[config.mk]
export PLATFORM = sky130hd
export DESIGN_NAME = jtcps1_prog_sdram
export DESIGN_NICKNAME = d
export VERILOG_FILES = /design/src/rtl/jtcps1_sdram_pkg.sv /design/src/rtl/jtcps1_sdram_reftimer.sv /design/src/rtl/jtcps1_prog_sdram.sv
export SDC_FILE = /design/constraint.sdc
export NUM_CORES = 1
export LEC_CHECK = 0
export ABC_AREA = 1
export CAP_MARGIN = 20
export CORE_UTILIZATION = 58
export DETAILED_ROUTE_END_ITERATION = 7
export HOLD_SLACK_MARGIN = 0.06
export PLACE_DENSITY = 0.95
export SETUP_SLACK_MARGIN = 0.5
export SYNTH_ARGS = -nofsm -noshare
export SYNTH_HDL_FRONTEND = slang
export SYNTH_SLANG_ARGS = --single-unit
export TNS_END_PERCENT = 1
[constraint.sdc]
create_clock -name clk -period 11.1 [get_ports clk]
set_clock_uncertainty 0.1 [all_clocks]
set_input_delay 2.775 -clock clk [delete_from_list [all_inputs] [get_ports clk]]
set_output_delay 2.775 -clock clk [all_outputs]
set_load 0.01 [all_outputs]
[src/rtl/jtcps1_sdram_pkg.sv]
// Shared SDRAM command encodings, controller states and the mode-register word
// used by the CPS1 programming-port SDRAM writer.
package jtcps1_sdram_pkg;

  // {ncs, nras, ncas, nwe}
  typedef enum logic [3:0] {
    CMD_MRS   = 4'b0000,
    CMD_REF   = 4'b0001,
    CMD_PRE   = 4'b0010,
    CMD_ACT   = 4'b0011,
    CMD_WRITE = 4'b0100,
    CMD_NOP   = 4'b0111
  } sdram_cmd_e;

  typedef enum logic [3:0] {
    ST_INIT_WAIT,
    ST_INIT_PRE,
    ST_INIT_REF1,
    ST_INIT_REF2,
    ST_INIT_MRS,
    ST_IDLE,
    ST_ACT,
    ST_WRITE,
    ST_WR_WAIT,
    ST_PRE,
    ST_REFRESH
  } sdram_state_e;

  // Burst length 1, sequential, given CAS latency, single-location write burst (A9).
  function automatic logic [12:0] mrs_word(input logic [2:0] cas_lat);
    return {3'b000, 1'b1, 2'b00, cas_lat, 1'b0, 3'b000};
  endfunction

endpackage

[src/rtl/jtcps1_sdram_reftimer.sv]
// Auto-refresh interval timer: raises pending every REF_INT enabled cycles and
// holds it until the controller acknowledges the refresh it issued.
module jtcps1_sdram_reftimer
  import jtcps1_sdram_pkg::*;
#(
  parameter logic [9:0] REF_INT = 10'd750
) (
  input  logic clk,
  input  logic rst,
  input  logic cnt_en,
  input  logic ack,
  output logic pending
);

  logic [9:0] cnt_q, cnt_d;
  logic       pending_q, pending_d;

  // A new interval expiring wins over an acknowledge landing in the same cycle.
  always_comb begin
    cnt_d     = cnt_q;
    pending_d = pending_q;
    if (ack) begin
      pending_d = 1'b0;
    end
    if (cnt_en) begin
      if (cnt_q == REF_INT - 10'd1) begin
        cnt_d     = 10'd0;
        pending_d = 1'b1;
      end else begin
        cnt_d = cnt_q + 10'd1;
      end
    end
  end

  always_ff @(posedge clk or posedge rst) begin
    if (rst) begin
      cnt_q     <= 10'd0;
      pending_q <= 1'b0;
    end else begin
      cnt_q     <= cnt_d;
      pending_q <= pending_d;
    end
  end

  assign pending = pending_q;

endmodule

[src/rtl/jtcps1_prog_sdram.sv]
// SDRAM writer for the ROM download port: power-up init, single-word writes with
// auto-precharge, and interleaved auto-refresh. All SDRAM pins come from flops.
module jtcps1_prog_sdram
  import jtcps1_sdram_pkg::*;
#(
  parameter logic [15:0] INIT_WAIT = 16'd10000,
  parameter int unsigned TRCD      = 3,
  parameter int unsigned TRP       = 3,
  parameter int unsigned TRFC      = 7,
  parameter int unsigned TWR       = 2,
  parameter logic [9:0]  REF_INT   = 10'd750,
  parameter logic [2:0]  CAS_LAT   = 3'd2
) (
  input  logic        clk,
  input  logic        rst,
  input  logic        downloading,
  input  logic [21:0] prog_addr,
  input  logic [15:0] prog_data,
  input  logic [1:0]  prog_mask,
  input  logic [1:0]  prog_ba,
  input  logic        prog_we,
  output logic        prog_rdy,
  output logic        init_done,
  output logic [12:0] sdram_a,
  output logic [1:0]  sdram_ba,
  output logic [15:0] sdram_dq,
  output logic        sdram_dq_oe,
  output logic [1:0]  sdram_dqm,
  output logic        sdram_ncs,
  output logic        sdram_nras,
  output logic        sdram_ncas,
  output logic        sdram_nwe
);

  sdram_state_e state_q, state_d;
  logic [15:0]  cnt_q, cnt_d;
  sdram_cmd_e   cmd_q, cmd_d;
  logic [12:0]  a_q, a_d;
  logic [1:0]   ba_q, ba_d;
  logic [15:0]  dq_q, dq_d;
  logic         oe_q, oe_d;
  logic [1:0]   dqm_q, dqm_d;
  logic         rdy_q, rdy_d;
  logic         init_done_q, init_done_d;
  logic [21:0]  addr_q, addr_d;
  logic [15:0]  data_q, data_d;
  logic [1:0]   mask_q, mask_d;
  logic [1:0]   bank_q, bank_d;
  logic [15:0]  ref_count_q, ref_count_d;
  logic         ref_pending;
  logic         ref_ack;

  // Refresh intervals are only timed once the device is usable.
  jtcps1_sdram_reftimer #(
    .REF_INT (REF_INT)
  ) u_reftimer (
    .clk     (clk),
    .rst     (rst),
    .cnt_en  (init_done_q),
    .ack     (ref_ack),
    .pending (ref_pending)
  );

  // Each command state issues its command on entry (cnt_q == 0) and then pads
  // with NOPs; the auto-precharge recovery runs in ST_WR_WAIT then ST_PRE.
  always_comb begin
    state_d     = state_q;
    cnt_d       = cnt_q;
    cmd_d       = CMD_NOP;
    a_d         = a_q;
    ba_d        = ba_q;
    dq_d        = dq_q;
    oe_d        = 1'b0;
    dqm_d       = 2'b11;
    rdy_d       = 1'b0;
    init_done_d = init_done_q;
    addr_d      = addr_q;
    data_d      = data_q;
    mask_d      = mask_q;
    bank_d      = bank_q;
    ref_ack     = 1'b0;
    ref_count_d = ref_count_q;

    case (state_q)
      ST_INIT_WAIT: begin
        cnt_d = cnt_q + 16'd1;
        if (cnt_q == INIT_WAIT - 16'd1) begin
          state_d = ST_INIT_PRE;
          cnt_d   = 16'd0;
        end
      end
      ST_INIT_PRE: begin
        if (cnt_q == 16'd0) begin
          cmd_d = CMD_PRE;
          a_d   = 13'h0400;
        end
        cnt_d = cnt_q + 16'd1;
        if (cnt_q == 16'(TRP - 1)) begin
          state_d = ST_INIT_REF1;
          cnt_d   = 16'd0;
        end
      end
      ST_INIT_REF1, ST_INIT_REF2: begin
        if (cnt_q == 16'd0) begin
          cmd_d = CMD_REF;
        end
        cnt_d = cnt_q + 16'd1;
        if (cnt_q == 16'(TRFC - 1)) begin
          state_d = (state_q == ST_INIT_REF1) ? ST_INIT_REF2 : ST_INIT_MRS;
          cnt_d   = 16'd0;
        end
      end
      ST_INIT_MRS: begin
        cmd_d       = CMD_MRS;
        a_d         = mrs_word(CAS_LAT);
        ba_d        = 2'b00;
        init_done_d = 1'b1;
        state_d     = ST_IDLE;
        cnt_d       = 16'd0;
      end
      ST_IDLE: begin
        cnt_d = 16'd0;
        if (ref_pending) begin
          cmd_d   = CMD_REF;
          ref_ack = 1'b1;
          state_d = ST_REFRESH;
          if (downloading) begin
            ref_count_d = ref_count_q + 16'd1;
          end
        end else if (prog_we && init_done_q && !rdy_q) begin
          addr_d  = prog_addr;
          data_d  = prog_data;
          mask_d  = prog_mask;
          bank_d  = prog_ba;
          state_d = ST_ACT;
        end
      end
      ST_ACT: begin
        if (cnt_q == 16'd0) begin
          cmd_d = CMD_ACT;
          a_d   = addr_q[21:9];
          ba_d  = bank_q;
        end
        cnt_d = cnt_q + 16'd1;
        if (cnt_q == 16'(TRCD - 1)) begin
          state_d = ST_WRITE;
          cnt_d   = 16'd0;
        end
      end
      ST_WRITE: begin
        cmd_d   = CMD_WRITE;
        a_d     = {2'b00, 1'b1, 1'b0, addr_q[8:0]};
        ba_d    = bank_q;
        dq_d    = data_q;
        oe_d    = 1'b1;
        dqm_d   = mask_q;
        state_d = ST_WR_WAIT;
        cnt_d   = 16'd0;
      end
      ST_WR_WAIT: begin
        cnt_d = cnt_q + 16'd1;
        if (cnt_q == 16'(TWR - 1)) begin
          state_d = ST_PRE;
          cnt_d   = 16'd0;
        end
      end
      ST_PRE: begin
        cnt_d = cnt_q + 16'd1;
        if (cnt_q == 16'(TRP - 1)) begin
          rdy_d   = 1'b1;
          state_d = ST_IDLE;
          cnt_d   = 16'd0;
        end
      end
      ST_REFRESH: begin
        // The REF itself went out from IDLE, so one fewer padding NOP here.
        cnt_d = cnt_q + 16'd1;
        if (cnt_q + 16'd2 >= 16'(TRFC)) begin
          state_d = ST_IDLE;
          cnt_d   = 16'd0;
        end
      end
      default: begin
        state_d = ST_INIT_WAIT;
        cnt_d   = 16'd0;
      end
    endcase
  end

  always_ff @(posedge clk or posedge rst) begin
    if (rst) begin
      state_q     <= ST_INIT_WAIT;
      cnt_q       <= 16'd0;
      cmd_q       <= CMD_NOP;
      a_q         <= 13'd0;
      ba_q        <= 2'd0;
      dq_q        <= 16'd0;
      oe_q        <= 1'b0;
      dqm_q       <= 2'b11;
      rdy_q       <= 1'b0;
      init_done_q <= 1'b0;
      addr_q      <= 22'd0;
      data_q      <= 16'd0;
      mask_q      <= 2'b11;
      bank_q      <= 2'd0;
      ref_count_q <= 16'd0;
    end else begin
      state_q     <= state_d;
      cnt_q       <= cnt_d;
      cmd_q       <= cmd_d;
      a_q         <= a_d;
      ba_q        <= ba_d;
      dq_q        <= dq_d;
      oe_q        <= oe_d;
      dqm_q       <= dqm_d;
      rdy_q       <= rdy_d;
      init_done_q <= init_done_d;
      addr_q      <= addr_d;
      data_q      <= data_d;
      mask_q      <= mask_d;
      bank_q      <= bank_d;
      ref_count_q <= ref_count_d;
    end
  end

  assign {sdram_ncs, sdram_nras, sdram_ncas, sdram_nwe} = cmd_q;
  assign sdram_a     = a_q;
  assign sdram_ba    = ba_q;
  assign sdram_dq    = dq_q;
  assign sdram_dq_oe = oe_q;
  assign sdram_dqm   = dqm_q;
  assign prog_rdy    = rdy_q;
  assign init_done   = init_done_q;

endmodule
## Word level (Yosys, flattened, before mapping)

Cells that the tools add are included.

| word-level totals | value |
|---|---|
| ROM bits | 0 |
| bits of input ports | 46 |
| memories kept | 0 |
| bits in latches | 0 |
| output and inout port bits | 40 |
| bits in writable memories | 0 |
| flip-flop bits (word level) | 113 |

| operators by class | value |
|---|---|
| $mul | 0 |
| add/sub/neg operators | 3 |
| bitwise logic cells | 1 |
| $lt $le $gt $ge | 1 |
| multiplexer cells | 37 |
| eq/ne operators | 25 |
| shift-type cells | 0 |
| divide/modulo/power cells | 0 |
| reductions and logical operators | 13 |

Operator list:

| cell | number |
|---|---|
| $mux W16 | 5 |
| $pmux W16 S5 | 1 |
| $pmux W13 S4 | 1 |
| $pmux W4 S10 | 1 |
| $mux W4 | 9 |
| $mux W13 | 2 |
| $ne A2 B2 Y1 const B | 9 |
| $pmux W3 S6 | 1 |
| $add A16 B1 Y16 const B | 1 |
| $add A16 B2 Y16 const B | 1 |
| $eq A16 B1 Y1 const B | 1 |
| $eq A16 B14 Y1 const B | 1 |
| $eq A16 B2 Y1 const B | 1 |
| $eq A16 B3 Y1 const B | 1 |
| $eq A4 B3 Y1 const B | 4 |
| $ge A16 B3 Y1 const B | 1 |
| $logic_not A16 Y1 | 1 |
| $mux W3 | 5 |
| $eq A4 B4 Y1 const B | 3 |
| $add A10 B1 Y10 const B | 1 |
| $eq A10 B10 Y1 const B | 1 |
| $mux W10 | 1 |
| $eq A4 B2 Y1 const B | 2 |
| $mux W1 | 8 |
| other kinds (15) | 18 |

## Longest topological paths before layout

Gate-level depths: netlist of the first run.

| logic depth | value |
|---|---|
| depth in word-level cells | 5 |
| gate-level depth with buffers | 14 |
| mapped depth without buffers | 14 |

## Modules after synthesis

A second synthesis of the first run with hierarchy kept.

| unflattened totals | value |
|---|---|
| cell total of the unflattened synthesis | 629 |
| area, all modules | 5654.2 sq um |

By module, submodules not included:

| module | times used | cells an instance | sequential area each (sq um) | area each (sq um) |
|---|---|---|---|---|
| jtcps1_prog_sdram | 1 | 542 | 2536.2 | 5012.3 |
| jtcps1_sdram_reftimer | 1 | 87 | 275.3 | 641.9 |

## Worst setup path after synthesis of the first run

Ideal clock, no wire load.

| timing path | value |
|---|---|
| kind | input port to flip-flop |
| start | in prog_we |
| end | reg addr_q[18] |
| stages | 6 |
| setup slack | 7.278 ns |
| arrival | 3.597 ns |
| path through | nand2_1 -> nor2_1 -> nand2_2 -> buf_6 -> buf_6 -> mux2_4 |

| between the ends | value |
|---|---|
| longest elaborated chain between the ends | 3 |

Ends and longest elaborated chain:

| what | line | source |
|---|---|---|
| start, declared | jtcps1_prog_sdram.sv:21 | `input logic prog_we,` |
| $logic_and A1 B1 Y1 (2 in series) | jtcps1_prog_sdram.sv:130 | `end else if (prog_we && init_done_q && !rdy_q) begin` |
| $reduce_and A3 Y1 (no line) | -- |  |
| end signal, assigned | jtcps1_prog_sdram.sv:218 | `addr_q <= addr_d;` |
| end, declared | jtcps1_prog_sdram.sv:45 | `logic [21:0] addr_q, addr_d;` |

Every way passes these cells.
A chain may end at the register's enable or synchronous reset.

## Final worst setup path of the first run

| timing path | value |
|---|---|
| start | in prog_we |
| end | reg addr_q[20] |

The elaborated chain is that of the path after synthesis.

==> impl_metrics.ini, run 1 <==
[clock_tree]
cts_sinks = 112
cts_htree_levels = 3
cts_resized = 0
tritoncts = yes
clk_path_buf_depth = 2
cts_setup_buffers = 0
cts_hold_buffers = 0
cts.clk_slew.worst_paths_ps = 120
numCtsBuffers = 9
clockRootBuffer = clkbuf_8
clk_latency_ps = 380

[worst_setup_path]
crit_fanout = 27
startpoint_type = input port
critPathCaptureType = flop
reg2reg_depth = 10
required_ps = 11270
reg2reg_slack_ps = 8380
worstPathArrival_ps = 4570
criticalPathCategory = input port to flop
r2r_end = state_q[3]$_DFFE_PP0P_
rr_startpoint = cnt_q[2]$_DFF_PP0_

[min_path]
hp-start = mask_q[1]$_DFFE_PP1P_
hold_end = sdram_dqm[1]$_DFF_PP1_
hold_depth = 2
hp-class = flop to flop

[global_route]
grt_pass1_wl_mm = 21.6
grt.total_usage_pct = 27.9
overflow = 0
first_global_vias = 4585
antenna_found_initial = 0
grt_max_degree = 68

[timing]
finalCritPeriodShare_pct = 39.6
slew_headroom_pct = 45.1
finalSetupTns_ps = 0
timing.fmax_ghz = 0.227
worst_slack_ps = 6700
layout_min_cycle_time_ps = 4400
rsz0062_at_grt = false
tightest_slew_ps = 824
setup_viol = 0
hold_viol_final = 0
slew_violations = 0

[detailed_routing]
drt-total-wl_mm = 13.0
first_pass_iters = 8
drt_iter0_markers = 424
post_drt_wl_per_cell_um = 16.1
viasPerCell = 5.66
drc = 0
vias = 4585
ant_nets = 0

[synth]
postSynth.asyncResetShare_pct = 100
ys_warn_count = 0
avgSynthCellArea_um2 = 8.95
ys_types = 36
synth_top_cell_area_share_pct = 47.8
ys_seq_area_share_pct = 51.1
synthCells = 615
synth.most_common_cell = nand2_1
synth_edf_count = 0
syn_area_um2 = 5500
synth-main-ff-cell = dfrtp_1
ys_top_cells_by_count = nand2_1, dfrtp_1, inv_1, nor2_1, nand3_1
yosys-top-cells-area = dfrtp_1, nand2_1, mux2_2
ys_seq_elements = 112
yosysTopAreaCell = dfrtp_1
syn_nets = 668

[power]
irDropWorstVdd_mv = 0.0973
power_density_nw_per_um2 = 103
leakage_nw = 3.32

[floorplan]
ioPinCount = 86
die_area_um2 = 9880
initial_core_util_pct = 59.8
fp.coreArea_um2 = 9200
die_width_um = 99.4
row_count = 35
fp.dieH_um = 99.4

[status]
outcome = completed

[placement]
io_buffers = 83
gp_congestion = 0.897
dp_slack_ps = 6140
dp_hpwl_mm = 9.20

[run]
cap_violations = 0

[final_layout]
fin_nets = 747
drive_gt1_share_pct = 13.0
syn_to_final_growth_pct = 19.9
antennaDiodeCount = 0
==> worst max-delay path by stage <==
| stage | startpoint | end | slack [ps] | cells after the start |
|---|---|---|---|---|
| finish | prog_we | addr_q[20]$_DFFE_PP0P_ | 6700 | 6 |
| global placement | prog_we | data_q[0]$_DFFE_PP0P_ | 6150 | 5 |
| floorplan | rst | addr_q[0]$_DFFE_PP0P_ | 5280 | 1 |
| detailed placement | prog_we | data_q[0]$_DFFE_PP0P_ | 6140 | 5 |
| global route | prog_we | addr_q[19]$_DFFE_PP0P_ | 6560 | 6 |
| CTS | prog_we | addr_q[17]$_DFFE_PP0P_ | 6520 | 6 |
==> cell type report <==
cell class	instances	area (um^2)
clock inverters	6	70.1
clock buffers	10	138
inverters	63	239
multi-input cells	422	2330
flip-flops and latches	112	2810
repair buffers	86	873
fillers	599	2600
well taps	111	139
==> sequential cells by signal, indices dropped and copies added (netlist names) <==
signal,flops
sdram_dq_oe,1
cmd_q,3
sdram_dq,16
u_reftimer.pending,1
cnt_q,16
u_reftimer.cnt_q,10
sdram_dqm,2
state_q,4
prog_rdy,1
init_done,1
sdram_a,13
addr_q,22
data_q,16
mask_q,2
sdram_ba,2
bank_q,2
==> report_power, final <==
part	internal [mW]	switching [mW]	total [mW]
Sequential	0.408	0	0.408
Combinational	0.0138	0.0101	0.0240
Clock	0.0954	0.154	0.249
Total	0.517	0.164	0.681
==> routing by layer <==
metal  share of wire, %  vias up  track usage, %
met5                  0        -               0
met4                1.9        0            7.58
met3                5.8       26            6.61
met2                 52      172            50.3
met1                 40     2258            33.6
li1                   -     2129               -
==> worst max-delay path: stages <==
cell,delay (ps)
clkdlybuf4s50_1,450
nand2_1,80
nor2_1,180
nand2_2,420
buf_16,340
mux2_4,300
==> placed cells by master (no fill, tap or decap), drive strengths merged <==
cell	n
or2	1
a22o	5
a21oi	28
nor3	7
buf	3
clkinv	3
nand3	33
nand3b	1
nand2	179
nor2	64
dfstp	7
dfrtp	105
o21ai	23
clkbuf	10
xor2	17
o31ai	1
a21boi	1
xnor2	2
ha	7
conb	1
clkdlybuf4s50	83
o2111ai	1
mux2	36
nand4	12
inv	66
nor4	3
==> through the flow <==
stage | power [mW] | area [um^2] | utilization [%] | hold slack [ps] | std cells
2_1_floorplan | 0.422 | 5500 | - | 343 | 615
3_3_place_gp | 0.439 | 6360 | 69.2 | 351 | 793
3_5_place_dp | 0.440 | 6360 | 69.2 | 360 | 793
4_1_cts | 0.685 | 6570 | 71.4 | 381 | 809
5_1_grt | 0.700 | 6600 | 71.7 | 396 | 810
6_report | 0.681 | 6600 | 71.7 | 383 | 810
==> logic make-up after synthesis <==
family / synth area share (%)
buffers and inverters: 6.62
flip-flops: 51.1
other: 0.0682
AND/OR/NAND/NOR: 23.5
AO/OA/AOI/OAI: 6.21
adder cells (fa/ha/maj): 1.59
multiplexers: 7.91
XOR/XNOR: 3.02
Note: power is estimated with default switching activity, not from simulation.
==> run 2, diff against run 1 <==
CORE_UTILIZATION = 54   (was 58)
PLACE_DENSITY = 0.9   (was 0.95)
clock period = 4.41 ns   (was 11.1 ns; I/O delays follow)
==> run 2 against run 1 <==
Combinational power grew to 2.6 times the previous value. Critical path depth increased by 4. Via count shrank 4.0%. Critical path type is now flop to flop. Sequential power grew to 2.5 times the previous value.
==> impl_metrics.ini, run 2 (synthesis results as in run 1) <==
[timing]
slew_headroom_pct = 48.3
slew_violations = 0
finalSetupTns_ps = 0
layout_min_cycle_time_ps = 2760
hold_viol_final = 0
setup_viol = 0
timing.fmax_ghz = 0.362
tightest_slew_ps = 775
worst_slack_ps = 1650
rsz0062_at_grt = false
finalCritPeriodShare_pct = 62.6

[floorplan]
ioPinCount = 86
die_width_um = 103
die_area_um2 = 10600
fp.dieH_um = 103
fp.coreArea_um2 = 9820
initial_core_util_pct = 56.0
row_count = 36

[worst_setup_path]
reg2reg_slack_ps = 1650
r2r_end = state_q[3]$_DFFE_PP0P_
worstPathArrival_ps = 2970
rr_startpoint = cnt_q[2]$_DFF_PP0_
crit_fanout = 21
reg2reg_depth = 10
criticalPathCategory = flop to flop
required_ps = 4620
critPathCaptureType = flop
startpoint_type = flop

[detailed_routing]
ant_nets = 0
viasPerCell = 5.29
first_pass_iters = 5
post_drt_wl_per_cell_um = 14.6
drc = 0
vias = 4400
drt_iter0_markers = 347
drt-total-wl_mm = 12.1

[global_route]
antenna_found_initial = 0
grt.total_usage_pct = 25.1
overflow = 0
grt_max_degree = 90
first_global_vias = 4421
grt_pass1_wl_mm = 20.3

[clock_tree]
cts_sinks = 112
clk_path_buf_depth = 2
cts_htree_levels = 3
numCtsBuffers = 9
cts_hold_buffers = 0
cts_setup_buffers = 0
tritoncts = yes
clockRootBuffer = clkbuf_8
clk_latency_ps = 380
cts.clk_slew.worst_paths_ps = 100
cts_resized = 0

[final_layout]
fin_nets = 747
syn_to_final_growth_pct = 19.7
top_register = addr_q
largest_reg_flops = 22
drive_gt1_share_pct = 12.7
final_common_cell = nand2_1
final_cell_mix = nand2_1, dfrtp_1, clkdlybuf4s50_1, inv_1, nor2_1
antennaDiodeCount = 0

[min_path]
hp-start = sdram_a[0]$_DFFE_PP0P_
hp-class = flop to flop
hold_depth = 2
hold_end = sdram_a[0]$_DFFE_PP0P_

[run]
cap_violations = 0

[placement]
gp_congestion = 0.947
dp_hpwl_mm = 8.73
dp_slack_ps = 1100
io_buffers = 83

[power]
power_density_nw_per_um2 = 247
irDropWorstVdd_mv = 0.230
leakage_nw = 3.29

[status]
outcome = completed
## run 2: changes by cell type in the layout (fill, tap and decap cells not counted), sizes merged
cell,previous run,this run
clkbuf,10,11
clkinvlp,0,2
inv,66,63
## run 2: worst max-delay path by stage
stage                             startpoint                      to  slack, ps  cells after the start
after floorplan                          rst   addr_q[0]$_DFFE_PP0P_       1860                      1
after global placement               prog_we   data_q[0]$_DFFE_PP0P_       1170                      5
after detailed placement             prog_we   data_q[4]$_DFFE_PP0P_       1100                      5
after CTS                            prog_we   data_q[4]$_DFFE_PP0P_       1500                      5
after global routing      cnt_q[2]$_DFF_PP0_  state_q[2]$_DFFE_PP0P_       1410                     11
final                     cnt_q[2]$_DFF_PP0_  state_q[3]$_DFFE_PP0P_       1650                     10
## run 2: routing by layer
layer  GRT usage [%]  vias to the layer above  part of all wire, %
li1                -                     2119                    -
met1            32.1                     2135                   42
met2            41.3                      126                   50
met3            5.83                       20                  5.4
met4            10.2                        0                  1.9
met5               0                        -                    0
## run 2: cell type report
cell class | instances | area [um^2]
clock buffers | 11 | 131
clock inverters | 5 | 31.3
fillers | 757 | 3230
inverters | 63 | 240
multi-input cells | 422 | 2330
flip-flops and latches | 112 | 2810
well taps | 133 | 166
repair buffers | 86 | 878
## run 2: critical path, stage by stage (launching register included)
cell,delay [ps]
dfrtp_1,550
ha_1,310
nand3_2,150
nor2_1,270
xor2_1,190
nand3_1,90
nor2_1,160
nand3_2,430
nand2_1,310
nand2_1,70
nand2_1,70
## run 2: stage by stage
stage	hold slack, ps	power [mW]	instance area (um^2)	utilization [%]	std cells
final	387	1.63	6590	67.1	832
after global routing	405	1.68	6590	67.1	832
after CTS	390	1.64	6570	66.9	831
after detailed placement	363	1.11	6400	65.2	815
after global placement	351	1.11	6400	65.2	815
after floorplan	343	1.06	5510	-	615
## run 2: power by group
group          internal (mW)  switching, mW
registers               1.03              0
logic                 0.0361         0.0256
clock network          0.205          0.332
total                   1.27          0.357
==> run 3, diff against run 2 <==
clock period = 2.8 ns   (was 4.41 ns; I/O delays follow)
==> run 3 against run 2 <==
Critical path type is now flop to output pin. Critical path depth is 9 lower. Power is 63% higher. Cell area up 1.9%. Wire length increased by 5.0%.
==> impl_metrics.ini, run 3 (synthesis results as in run 1) <==
[status]
outcome = completed

[clock_tree]
cts_hold_buffers = 0
clk_latency_ps = 380
cts.clk_slew.worst_paths_ps = 110
tritoncts = yes
clk_path_buf_depth = 2
cts_htree_levels = 3
clockRootBuffer = clkbuf_8
cts_sinks = 112
numCtsBuffers = 9

[min_path]
hp-class = flop to flop

[final_layout]
top_register = addr_q
syn_to_final_growth_pct = 22.0
antennaDiodeCount = 0
drive_gt1_share_pct = 14.8
fin_nets = 758
final_cells = 843
largest_reg_flops = 22
final_common_cell = nand2_1
final_cell_mix = nand2_1, dfrtp_1, clkdlybuf4s50_1, inv_1, nor2_1

[timing]
worst_slack_ps = 505
hold_viol_final = 0
finalSetupTns_ps = 0
layout_min_cycle_time_ps = 2290
finalCritPeriodShare_pct = 82.0
timing.fmax_ghz = 0.436
tightest_slew_ps = 690
rsz0062_at_grt = true
setup_viol = 0
slew_headroom_pct = 54.0
slew_violations = 0

[worst_setup_path]
worstPathArrival_ps = 1490
critical-path-slowest-cell = clkdlybuf4s50_1
crit_chain = clkdlybuf4s50_1
crit_path_max_incr_delay_ps = 600
reg2reg_depth = 8
rr_startpoint = state_q[1]$_DFFE_PP0P_
cp_top_family = buffers and inverters
reg2reg_slack_ps = 550
required_ps = 2000
crit_start = init_done$_DFFE_PP0P_
r2r_end = addr_q[13]$_DFFE_PP0P_
cp.depth = 1
startpoint_type = flop
criticalPathCategory = flop to output pin
critPathCaptureType = output pin
crit_buf_inv = 1
crit_fanout = 10
crit_end = init_done

[detailed_routing]
dr_wl_met2_mm = 6.42
viasPerCell = 5.39
drt_iter0_markers = 328
routed.top_layer = met4
vias = 4542
post_drt_wl_per_cell_um = 15.1
wl_met3_um = 932
drc = 0
met1_length_mm = 5.00
drt-total-wl_mm = 12.7
first_pass_iters = 6
ant_nets = 0

[global_route]
antenna_found_initial = 0
grt_pass1_wl_mm = 20.5
grt.total_usage_pct = 25.4
overflow = 0
grt_max_degree = 51
first_global_vias = 4447

[floorplan]
ioPinCount = 86
die_area_um2 = 10600
initial_core_util_pct = 56.0
fp.coreArea_um2 = 9820
fp.dieH_um = 103
row_count = 36
die_width_um = 103

[placement]
dp_hpwl_mm = 9.06
dp_slack_ps = 287
placed_cells = 822
io_buffers = 83
gp_congestion = 0.924

[power]
leakage_nw = 3.35
power_density_nw_per_um2 = 394
irDropWorstVdd_mv = 0.413

[run]
cap_violations = 0
run 3: changes by cell type in the layout (fill, tap and decap cells not counted), sizes merged:
cell | previous run | this run
clkbuf | 11 | 10
buf | 3 | 14
inv | 63 | 64
run 3: repair_timing:
item,4_1_cts,5_1_grt
buffers inserted,0,5
endpoints found under the setup margin,12,42
resized for setup,3,2
endpoints found under the hold margin,0,0
pin swaps,1,1
run 3: worst min path at each step:
stage	startpoint	end	depth (start not counted)
after floorplan	data_q[10]$_DFFE_PP0P_	sdram_dq[10]$_DFFE_PP0P_	2
after global placement	data_q[10]$_DFFE_PP0P_	sdram_dq[10]$_DFFE_PP0P_	2
after detailed placement	sdram_dq[7]$_DFFE_PP0P_	sdram_dq[7]$_DFFE_PP0P_	2
after CTS	sdram_dq[7]$_DFFE_PP0P_	sdram_dq[7]$_DFFE_PP0P_	2
after global routing	sdram_dq[7]$_DFFE_PP0P_	sdram_dq[7]$_DFFE_PP0P_	2
final	sdram_dq[7]$_DFFE_PP0P_	sdram_dq[7]$_DFFE_PP0P_	2
run 3: area by class of cell:
class	count	area, um^2
flip-flops and latches	112	2810
inverters	63	240
multi-input cells	422	2340
well taps	133	166
repair buffers	97	961
clock inverters	6	50.0
clock buffers	10	138
fillers	713	3110
run 3: per-layer routing:
layer / vias to the layer above / GRT usage, %
met5: - / 0
met4: 0 / 12.4
met3: 39 / 5.97
met2: 200 / 43.1
met1: 2160 / 30.5
li1: 2143 / -
run 3: where the power goes:
| group | switching (mW) | internal [mW] | total (mW) |
|---|---|---|---|
| clock network | 0.564 | 0.359 | 0.923 |
| registers | 0 | 1.62 | 1.62 |
| logic | 0.0420 | 0.0606 | 0.103 |
| total | 0.606 | 2.04 | 2.64 |
run 3: through the flow:
step	cell area [um^2]	hold slack, ps	utilization [%]	power, mW
after floorplan	5510	343	-	1.67
after global placement	6470	353	65.9	1.75
after detailed placement	6470	359	65.9	1.75
after CTS	6670	386	67.9	2.66
after global routing	6710	411	68.4	2.74
final	6710	381	68.4	2.64
==> RTL change 1, RTL diff (settings of run 2) <==
Encoding of `sdram_state_e`: now one-hot (11 bits for 11 states).
--- a/src/rtl/jtcps1_sdram_pkg.sv
+++ b/src/rtl/jtcps1_sdram_pkg.sv
@@ -13,16 +13,16 @@
   } sdram_cmd_e;
 
-  typedef enum logic [3:0] {
-    ST_INIT_WAIT,
-    ST_INIT_PRE,
-    ST_INIT_REF1,
-    ST_INIT_REF2,
-    ST_INIT_MRS,
-    ST_IDLE,
-    ST_ACT,
-    ST_WRITE,
-    ST_WR_WAIT,
-    ST_PRE,
-    ST_REFRESH
+  typedef enum logic [10:0] {
+    ST_INIT_WAIT = 11'b00000000001,
+    ST_INIT_PRE  = 11'b00000000010,
+    ST_INIT_REF1 = 11'b00000000100,
+    ST_INIT_REF2 = 11'b00000001000,
+    ST_INIT_MRS  = 11'b00000010000,
+    ST_IDLE      = 11'b00000100000,
+    ST_ACT       = 11'b00001000000,
+    ST_WRITE     = 11'b00010000000,
+    ST_WR_WAIT   = 11'b00100000000,
+    ST_PRE       = 11'b01000000000,
+    ST_REFRESH   = 11'b10000000000
   } sdram_state_e;
 
Formal check against the unedited RTL: same outputs for any inputs over 10 cycles, from zero or initial values and one cycle with rst high; not proved beyond that.
==> RTL change 1 against run 2 <==
  * Clock power rose to 2.7 times the old value
  * Total power rose by 60%
  * Critical path depth fell by 9
  * Register-to-register slack improved by 0.15 ns
  * Cell area rose by 15%
  * Sequential cell count rose by 7
  * Wire length rose by 23%
  * Hold slack got worse by 0.0071 ns
  * Synthesized area rose by 9.6%
  * Setup slack got worse by 0.047 ns
  * Critical path type is now flip-flop to primary output
  * Largest power group is now clock
  * Highest routed layer unchanged
==> RTL change 1: results (changes against run 2) <==
* Most area-consuming cells after synthesis: dfrtp_1, nand2_1, mux2_4
* Post-synthesis adder-cell area fraction at 0.0145 (-0.00140)
* Max VDD drop at 0.000238 V (+3.7%)
* Worst flop-to-flop path endpoint: sdram_a[9]$_DFFE_PP0P_
* CTS Buf Count at 17 (+8)
* First-pass GRT wire length at 24400 um (+20%)
* Worst skew pair latency at 0.53 ns (+0.15 ns)
* Via density at 5.46 (+3.2%)
* Most common library cells after synthesis: nand2_1, dfrtp_1, nor2_1
* P_leak at 3.75 nW (+14%)
* Routability cong. at 0.904 (-4.6%)
* DRC marker count from the first detailed-route iteration at 322 (-7.2%)
* Critical path peak fanout at 9 (-57%)
* Post-synthesis sequential area ratio at 0.495 (-0.0156)
* Synth Area in Compound Gates at 0.0695 (+0.00741)
* Pre-CTS WS at 1.35 ns (+0.251 ns)
* Clock-pin slew on the worst setup and hold paths at 0.06 ns (-0.04 ns)
* Mapped Nets at 725 (+8.5%)
* H-tree depth at 4 (+1)
* Crit path setup slack, layout at 1.60 ns (-0.0473 ns)
* Hold Startpoint: mask_q[1]$_DFFE_PP1P_
* CP arrival at 1.61 ns (-1.36 ns)
* Count of cell types in the netlist at 38 (+5.6%)
* Post-Route WL at 14900 um (+23%)
* Vias in the first global route at 5032 (+14%)
* Critical Path Source: init_done$_DFFE_PP0P_
* Cell family with most CP delay: buffers and inverters
* Number of port buffers at 83 (unchanged)
* Layout cells sized above 1 at 0.156 (+0.0283)
* Post-CTS Resized at 0 (unchanged)
* Crit-path max cell delay at 0.59 ns (+0.04 ns)
* GRT Total Usage at 0.276 (+0.0254)
* Largest net degree at the start of global routing at 120 (+33%)
* Hold WS at 0.380 ns (-0.00715 ns)
* Worst Hold Endpoint: sdram_dqm[1]$_DFF_PP1_
* Switch share at 0.196 (-0.0241)
* Mux share of post-synthesis cell area at 0.0815 (+0.00239)
* Combinational cell power at 0.0000647 W (+4.9%)
* Post-synthesis xor/xnor area fraction at 0.0160 (-0.0143)
* Postcts setup bufs at 0 (unchanged)
* Filler Cell Count at 736 (-2.8%)
* Worst Max-Slew Pin Slew at 0.816 ns (+0.0415 ns)
* Status: completed
* Critical path capture point: init_done
* Reg power frac at 0.420 (-0.212)
-- RTL change 1: changes by cell type in the layout (fill, tap and decap cells not counted), moves of 5 or more --
cell and change:
nand3_1 +8, mux2_4 +24, inv_1 +13, xor2_1 -8
dfrtp_1 +6, mux2_2 -27, nand2_2 +7, nand2_1 -8
nor2_1 +19, a21oi_1 -11, clkbuf_16 +16, a22o_1 +12
clkbuf_8 -5, nor2_2 +15
-- RTL change 1: routing by layer --
layer | vias up | share of wire | global-route usage | wire length [um]
met1 | 2430 | 0.40 | 0.336 | 6040
li1 | 2334 | - | - | -
met2 | 176 | 0.51 | 0.463 | 7640
met5 | - | 0 | 0 | 0
met3 | 32 | 0.062 | 0.0708 | 930
met4 | 0 | 0.021 | 0.117 | 319
-- RTL change 1: cell type report --
type / instances / area (um2) / share of cell area
timing repair buffer: 84 / 851 / 0.113
tap: 140 / 175 / 0.0232
inverter: 74 / 282 / 0.0373
multi-input combinational: 462 / 2640 / 0.350
clock buffer: 24 / 470 / 0.0623
clock inverter: 8 / 145 / 0.0192
sequential: 119 / 2990 / 0.396
-- RTL change 1: metrics by stage --
| stage | instances | utilization |
|---|---|---|
| 2_1_floorplan | 672 | - |
| 3_3_place_gp | 879 | 0.640 |
| 3_5_place_dp | 879 | 0.640 |
| 4_1_cts | 911 | 0.697 |
| 5_1_grt | 911 | 0.697 |
| 6_report | 911 | 0.697 |
-- RTL change 1: logic make-up after synthesis --
logic type | count (synthesis)
AND/OR/NAND/NOR | 345
flip-flops | 119
buffers and inverters | 91
AO/OA/AOI/OAI | 65
multiplexers | 33
XOR/XNOR | 11
adder cells (fa/ha/maj) | 7
other | 1
==> RTL change 2, RTL diff (flow settings as in run 2) <==
Without the edit above. `REF_INT` is set to 10'd750 in 2 places; all go to 10'd375.
--- a/src/rtl/jtcps1_sdram_reftimer.sv
+++ b/src/rtl/jtcps1_sdram_reftimer.sv
@@ -4,5 +4,5 @@
   import jtcps1_sdram_pkg::*;
 #(
-  parameter logic [9:0] REF_INT = 10'd750
+  parameter logic [9:0] REF_INT = 10'd375
 ) (
   input  logic clk,
--- a/src/rtl/jtcps1_prog_sdram.sv
+++ b/src/rtl/jtcps1_prog_sdram.sv
@@ -9,5 +9,5 @@
   parameter int unsigned TRFC      = 7,
   parameter int unsigned TWR       = 2,
-  parameter logic [9:0]  REF_INT   = 10'd750,
+  parameter logic [9:0]  REF_INT   = 10'd375,
   parameter logic [2:0]  CAS_LAT   = 3'd2
 ) (
Function: no difference found for any inputs over 10 cycles, from zero or initial values and one cycle with rst high; that may be too few to reach the edited logic, so the function may still have changed.
==> RTL change 2 against run 2 <==
  * Cell area increased by 3.2%
  * Wire length up 2.8%
  * Sequential cell count unchanged
  * Final cell count grew 2.4%
  * Setup slack worse by 0.11 ns
  * Core utilization grew 1.5 points
  * Total power is 11% higher
  * Synthesized area rose by 1.6%
  * Fmax is 3.7% lower
  * Largest cell class unchanged
==> RTL change 2: results (changes against run 2) <==
* Status: completed
* Gate Count Post-Synth at 630 (+2.4%)
* Most common library cells after synthesis: nand2_1, dfrtp_1, nor2_1
* Count of cell types in the netlist at 44 (+22%)
* Fmax at 0.349 GHz (-3.7%)
* Critical Path Source: prog_we
* Drt pass-1 iters at 6 (+1)
* Post-synthesis xor/xnor area fraction at 0.0219 (-0.00830)
* CP arrival at 3.04 ns (+0.07 ns)
* Hold Startpoint: sdram_dq[3]$_DFFE_PP0P_
* Non-clock inverter count at 62 (-1.6%)
* Met2 usage at 0.430 (+0.0162)
* Post-synthesis adder-cell area fraction at 0.0157 (-0.000246)
* Clock buf/inv share at 0.0346 (+0.00990)
* DRC marker count from the first detailed-route iteration at 351 (+1.2%)
* Post-DP HPWL at 9360 um (+7.3%)
* Multi-input combinational cell count at 442 (+4.7%)
* Post-layout util at 0.686 (+0.0155)
* Crit-path max cell delay at 0.64 ns (+0.09 ns)
* Post-synthesis sequential area ratio at 0.503 (-0.00790)
* Non-clock buffers at 87 (+1.2%)
* Met1 Usage GRT at 0.297 (-0.0240)
* Worst-path cell with the longest stage delay: nand2_2
* Global routing usage on met3 at 0.0453 (-0.0130)
* Placed Instances at 835 (+2.5%)
* First-pass GRT wire length at 20900 um (+2.9%)
* Layout cells sized above 1 at 0.147 (+0.0201)
* Vias in the first global route at 4412 (-0.20%)
* Worst R2R Path Depth at 12 (+2)
* Buffer share of cell area at 0.131 (-0.00199)
* Worst flop-to-flop path endpoint: cnt_q[11]$_DFF_PP0_
* Mux share of post-synthesis cell area at 0.0705 (-0.00861)
* Pre-CTS WS at 1.11 ns (+0.0116 ns)
* Multi-input combinational area share at 0.361 (+0.00784)
RTL change 2: worst max-delay path, delay by kind of cell:
family | cells | cell delay [ns]
and+or+nand+nor | 3 | 0.91
muxes | 1 | 0.56
buffers and inverters | 1 | 0.45
RTL change 2: metal layers:
metal,share of wire,vias up
met3,0.043,21
li1,-,2181
met5,0,-
met4,0.019,0
met2,0.53,143
met1,0.41,2233
RTL change 2: worst min path at each step:
stage	to	slack (ns)	cells past startpoint
final	sdram_dq[3]$_DFFE_PP0P_	0.38	2
after global routing	sdram_dq[3]$_DFFE_PP0P_	0.40	2
after CTS	sdram_dqm[1]$_DFF_PP1_	0.39	2
after detailed placement	sdram_dq[3]$_DFFE_PP0P_	0.36	2
after global placement	sdram_dq[13]$_DFFE_PP0P_	0.35	2
after floorplan	sdram_dq[0]$_DFFE_PP0P_	0.34	2
RTL change 2: power breakdown:
group,internal [W],switching [W]
registers,0.00103,0
clock network,0.000379,0.000339
logic,0.0000383,0.0000258
